`src/rtl/wishbone_master_if_p.sv`:
```
// Wishbone classic master: turns a single-cycle CPU request into a bus cycle,
// with retry, timeout and pipeline-flush handling.
module wishbone_master_if_p #(
  parameter int DW        = 32,
  parameter int AW        = 32,
  parameter int STALL_W   = 6,
  parameter int MAX_RETRY = 3,
  parameter int TIMEOUT   = 255
) (
  input  logic                 clk,
  input  logic                 rst,
  input  logic [STALL_W-1:0]   stall_i,
  input  logic                 flush_i,
  input  logic                 cpu_ce_i,
  input  logic                 cpu_we_i,
  input  logic [AW-1:0]        cpu_addr_i,
  input  logic [DW-1:0]        cpu_data_i,
  input  logic [DW/8-1:0]      cpu_sel_i,
  output logic [DW-1:0]        cpu_data_o,
  output logic                 stallreq_o,
  output logic                 bus_err_o,
  input  logic [DW-1:0]        wb_dat_i,
  input  logic                 wb_ack_i,
  input  logic                 wb_err_i,
  input  logic                 wb_rty_i,
  output logic [AW-1:0]        wb_adr_o,
  output logic [DW-1:0]        wb_dat_o,
  output logic                 wb_we_o,
  output logic [DW/8-1:0]      wb_sel_o,
  output logic                 wb_stb_o,
  output logic                 wb_cyc_o
);

  localparam int CW = (MAX_RETRY > 0) ? $clog2(MAX_RETRY + 1) : 1;
  localparam int TW = (TIMEOUT > 1) ? $clog2(TIMEOUT + 1) : 1;
  localparam logic [CW-1:0] RETRY_LAST = CW'(MAX_RETRY);
  localparam logic [TW-1:0] TIMER_LAST = TW'((TIMEOUT > 0) ? TIMEOUT - 1 : 0);

  localparam logic [1:0] IDLE  = 2'd0;
  localparam logic [1:0] BUSY  = 2'd1;
  localparam logic [1:0] RETRY = 2'd2;
  localparam logic [1:0] HOLD  = 2'd3;

  logic [1:0]    state;
  logic [DW-1:0] rd_buf;
  logic [CW-1:0] retry_cnt;
  logic [TW-1:0] timer;

  logic timed_out, rty_spent;
  logic take_ack, take_err, take_rty, take_flush, busy_wait;
  logic launch, end_bus;

  // Exhausted retries and timeout both fold into the error path.
  always_comb begin
    timed_out  = (TIMEOUT != 0) && (timer == TIMER_LAST);
    rty_spent  = (retry_cnt == RETRY_LAST);
    take_ack   = (state == BUSY) && wb_ack_i;
    take_err   = (state == BUSY) && !wb_ack_i &&
                 (wb_err_i || (wb_rty_i ? rty_spent : timed_out));
    take_rty   = (state == BUSY) && !wb_ack_i && !wb_err_i && wb_rty_i && !rty_spent;
    take_flush = (state == BUSY) && !wb_ack_i && !wb_err_i && !wb_rty_i &&
                 !timed_out && flush_i;
    busy_wait  = (state == BUSY) && !(take_ack || take_err || take_rty || take_flush);
    launch     = (state == IDLE) && cpu_ce_i && !flush_i;
    end_bus    = take_ack || take_err || take_flush || ((state == RETRY) && flush_i);
  end

  always_comb begin
    stallreq_o = 1'b0;
    cpu_data_o = '0;
    if (!rst) begin
      case (state)
        IDLE:  stallreq_o = launch;
        BUSY: begin
          stallreq_o = !(take_ack || take_err);
          if (take_ack && !wb_we_o) cpu_data_o = wb_dat_i;
        end
        RETRY: stallreq_o = 1'b1;
        HOLD:  cpu_data_o = rd_buf;
        default: ;
      endcase
    end
  end

  always_ff @(posedge clk) begin
    if (rst) begin
      state     <= IDLE;
      wb_adr_o  <= '0;
      wb_dat_o  <= '0;
      wb_we_o   <= 1'b0;
      wb_sel_o  <= '0;
      wb_stb_o  <= 1'b0;
      wb_cyc_o  <= 1'b0;
      rd_buf    <= '0;
      retry_cnt <= '0;
      timer     <= '0;
      bus_err_o <= 1'b0;
    end else begin
      bus_err_o <= take_err;

      // Address/data/sel stay put across a retry gap so the reissue reuses them.
      if (launch) begin
        wb_adr_o <= cpu_addr_i;
        wb_dat_o <= cpu_data_i;
        wb_we_o  <= cpu_we_i;
        wb_sel_o <= cpu_sel_i;
        wb_stb_o <= 1'b1;
        wb_cyc_o <= 1'b1;
      end else if (end_bus) begin
        wb_adr_o <= '0;
        wb_dat_o <= '0;
        wb_we_o  <= 1'b0;
        wb_sel_o <= '0;
        wb_stb_o <= 1'b0;
        wb_cyc_o <= 1'b0;
      end else if (take_rty) begin
        wb_stb_o <= 1'b0;
        wb_cyc_o <= 1'b0;
      end else if (state == RETRY) begin
        wb_stb_o <= 1'b1;
        wb_cyc_o <= 1'b1;
      end

      if (launch)        retry_cnt <= '0;
      else if (take_rty) retry_cnt <= retry_cnt + 1'b1;

      if (launch || (state == RETRY)) timer <= '0;
      else if (busy_wait)             timer <= timer + 1'b1;

      if (take_ack)                    rd_buf <= wb_we_o ? '0 : wb_dat_i;
      else if (take_err || take_flush) rd_buf <= '0;

      case (state)
        IDLE:  if (launch) state <= BUSY;
        BUSY: begin
          if (take_ack || take_err) state <= (|stall_i) ? HOLD : IDLE;
          else if (take_rty)        state <= RETRY;
          else if (take_flush)      state <= IDLE;
        end
        RETRY: state <= flush_i ? IDLE : BUSY;
        HOLD:  if (stall_i == '0) state <= IDLE;
        default: state <= IDLE;
      endcase
    end
  end

endmodule

```
`config.mk`:
```
export PLATFORM = sky130hd
export DESIGN_NAME = wishbone_master_if_p
export DESIGN_NICKNAME = d
export VERILOG_FILES = /design/src/rtl/wishbone_master_if_p.sv
export SDC_FILE = /design/constraint.sdc
export NUM_CORES = 1
export LEC_CHECK = 0
export BUFFER_PORTS_ARGS = -buffer_cell sky130_fd_sc_hd__buf_2
export CAP_MARGIN = 25
export CELL_PAD_IN_SITES_DETAIL_PLACEMENT = 1
export CELL_PAD_IN_SITES_GLOBAL_PLACEMENT = 1
export CORE_MARGIN = 10
export CORE_UTILIZATION = 30
export CTS_CLUSTER_DIAMETER = 40
export DETAILED_ROUTE_END_ITERATION = 10
export GPL_ROUTABILITY_DRIVEN = 0
export PLACE_DENSITY_LB_ADDON = 0.1
export RECOVER_POWER = 25
export SKIP_LAST_GASP = 1
export SLEW_MARGIN = 40
export SYNTH_ARGS = -nofsm -noshare
export SYNTH_HDL_FRONTEND = slang
export SYNTH_SLANG_ARGS = --single-unit
```
`constraint.sdc`:
```
create_clock -name clk -period 2 [get_ports clk]
set_clock_uncertainty 0.1 [all_clocks]
set_input_delay 0.3 -clock clk [delete_from_list [all_inputs] [get_ports clk]]
set_output_delay 0.3 -clock clk [all_outputs]
set_load 0.005 [all_outputs]
```
==> flow_summary.toml <==
[outcome]
status = "finished, violations left"
violations = "setup timing"

[critical_path]
crit_type = "flop to flop"
crit_required_ps = 2250
cp_max_fo = 5
endpoint_kind = "flop"
startpoint_type = "flop"
reg2reg_from = "retry_cnt[0]"
r2r_end = "wb_dat_o[20]"
reg2reg_depth = 8
worstSetupEndpoint = "wb_dat_o[20]"
crit_start = "retry_cnt[0]"
arrival_ps = 2540
reg2reg_slack_ps = -280

[global_routing]
grt_pass1_wl_mm = 32.7
grt_usage_pct = 21.1
grt_overflow = 0
grt_pass1_vias = 5469
antenna_found_initial = 1
grt_max_degree = 71

[timing]
tightest_slew_ps = 376
setup_tns_ps = -24100
slew_viol_final = 0
finalCritPeriodShare_pct = 114
timing.final.ws_setup_ps = -283
finalHoldViolations = 0
rsz0062_at_grt = "true"
finalSetupViolCount = 135
fmax_mhz = 438
slew_headroom_pct = 74.9
final.min_clock_period_ps = 2280

[route]
wirelength_mm = 21.6
drtIter0Drc = 225
drc = 0
ant_nets = 0
avgViaCountPerCell = 5.21
wl_per_cell_um = 23.5
firstDrtPassIters = 4
vias = 4804

[synthesis]
yosys_warnings = 0
yosys_register_bits = 115
synth-seq-area-share_pct = 53.3
synth-simple-area-share_pct = 9.48
synthXorXnorAreaFrac_pct = 0.203
synth.distinct_cells = 37
synth_area_um2 = 4320
synth_compound_area_share_pct = 31.2
synth_top_family_by_area = "compound AO/OA/AOI/OAI gates"
synthCells = 407
syn_nets = 524
synthAdderAreaFrac_pct = 0.870
synth_area_per_cell_um2 = 10.6
synth_mux_area_share_pct = 0.696

[floorplan]
die_width_um = 140
core_um2 = 14000
ios = 219
dieHeight_um = 140
rows = 43
initial_core_util_pct = 30.9
fp.dieArea_um2 = 19600

[clocking]
cts_tree = "done"
root_buffer = "clkbuf_16"
clock-sinks = 115
cts_buffers = 17
htree_levels = 4
clk_pin_slew_ps = 60
cts_buffer_depth = 2
clk_latency_ps = 410

[power_and_ir_drop]
p_leak_uw = 0.00349
ir_drop_mv = 0.610
power_density_nw_per_um2 = 919

[final_layout]
nFillCells = 1519
layout_common_cells = "buf_2 (200), dfxtp_1 (111), a22o_1 (101), dlygate4sd3_1 (48), nor2_1 (33)"
area_growth_pct = 85.4
layout_commonest_cell = "buf_2"
layout-drive-gt1-share_pct = 48.7
layout.nets = 845

[placement]
post-place-ws_ps = -148
port_buffers = 218
dp_hpwl_mm = 11.7

[hold_path]
hp-class = "primary input to flop"
hold_start = "cpu_addr_i[23]"

[flow_run]
max-cap-violations = 0
kinds of logic after synthesis:
kind of cell               after synthesis
AOI/OAI and AO/OA                      165
DFF                                    115
and+or+nand+nor                         79
buffers and inverters                   41
muxes                                    3
adders and majority gates                3
xor gates and xnor gates                 1
synthesized netlist by cell type:
cell | n | area, µm²
a2111oi_0 | 1 | 8.76
a2111oi_2 | 1 | 15.0
a21o_1 | 1 | 7.51
a21oi_1 | 11 | 55.1
a221oi_4 | 1 | 26.3
a22o_1 | 101 | 885
a22oi_1 | 32 | 240
a31o_2 | 1 | 8.76
a31oi_1 | 1 | 6.26
buf_2 | 14 | 70.1
buf_4 | 3 | 22.5
clkbuf_1 | 19 | 71.3
dfxtp_1 | 115 | 2300
ha_1 | 3 | 37.5
inv_1 | 5 | 18.8
mux2i_1 | 3 | 30.0
nand2_1 | 7 | 26.3
nand2b_1 | 6 | 37.5
nand3_1 | 4 | 20.0
nand3b_1 | 2 | 15.0
nand4_1 | 1 | 6.26
nor2_1 | 36 | 135
nor2b_1 | 2 | 12.5
nor3_1 | 5 | 25.0
nor3b_2 | 1 | 12.5
nor4_1 | 3 | 18.8
nor4_2 | 1 | 12.5
nor4b_2 | 1 | 15.0
o211ai_1 | 1 | 7.51
o21a_1 | 1 | 7.51
o21ai_0 | 8 | 40.0
o21ai_2 | 1 | 8.76
o31ai_1 | 4 | 30.0
or3_1 | 4 | 25.0
or3b_2 | 2 | 17.5
or4_1 | 4 | 30.0
xor2_1 | 1 | 8.76
worst min path at each step:
stage / slack [ps] / depth (start not counted) / endpoint
6_report: 10 / 2 / wb_adr_o[23]
5_1_grt: 3 / 2 / wb_adr_o[23]
4_1_cts: 0.1 / 2 / wb_adr_o[23]
3_5_place_dp: 350 / 1 / wb_adr_o[3]
3_3_place_gp: 350 / 1 / wb_sel_o[3]
2_1_floorplan: 290 / 1 / bus_err_o
power breakdown:
group          total [µW]  switching, µW  leakage [µW]  internal (µW)
Combinational        1420            631       0.00224            793
Sequential           2520           92.3      0.000937           2430
Clock                3410           1100      0.000313           2310
state kept, by name, indices dropped and copies added (netlist names):
name	count
timer	8
retry_cnt	2
rd_buf	32
wb_adr_o	32
wb_we_o	1
state	2
wb_cyc_o	1
wb_sel_o	4
wb_dat_o	32
bus_err_o	1
area by class of cell:
| type | count | area (µm²) | area share, % |
|---|---|---|---|
| inverter | 5 | 22.5 | 0.281 |
| tap | 180 | 225 | 2.81 |
| clock inverter | 9 | 175 | 2.19 |
| antenna | 1 | 2.50 | 0.0313 |
| sequential | 115 | 2310 | 28.9 |
| clock buffer | 23 | 478 | 5.97 |
| multi-input combinational | 251 | 2110 | 26.3 |
| timing repair buffer | 338 | 2680 | 33.5 |
worst max-delay path, cell delays in order (launching register included):
cell and delay, ps:
dfxtp_4 350, ha_4 160, buf_6 110, a2111oi_4 350, o21ai_2 140, a221oi_4 420
buf_4 300, buf_12 160, a22o_1 140
per-layer routing:
layer / share of wire, % / vias to the layer above / track usage [%]
li1: - / 2210 / -
met1: 40 / 2390 / 23.6
met2: 52 / 183 / 37.1
met3: 6.8 / 21 / 6.96
met4: 1.5 / 0 / 6.52
met5: 0 / - / 0
metrics by stage:
stage | utilization, % | std cells | hold WS [ps] | area (µm²) | power [µW]
final | 57.2 | 922 | 11.0 | 8000 | 7360
after CTS | 57.1 | 919 | 0.150 | 7990 | 7360
after detailed placement | 40.8 | 788 | 353 | 5710 | 3310
after floorplan | - | 407 | 292 | 4320 | 2910
after global routing | 57.2 | 922 | 2.59 | 8000 | 7620
after global placement | 40.8 | 788 | 351 | 5710 | 3290
what timing repair did:
action,CTS,global route
endpoints found under the hold margin,48,0
buffers inserted,30,8
endpoints found under the setup margin,134,135
hold buffers,48,0
cloned,21,1
pin swaps,17,21
resized for setup,85,13
Note: power is estimated with default switching activity, not from simulation.
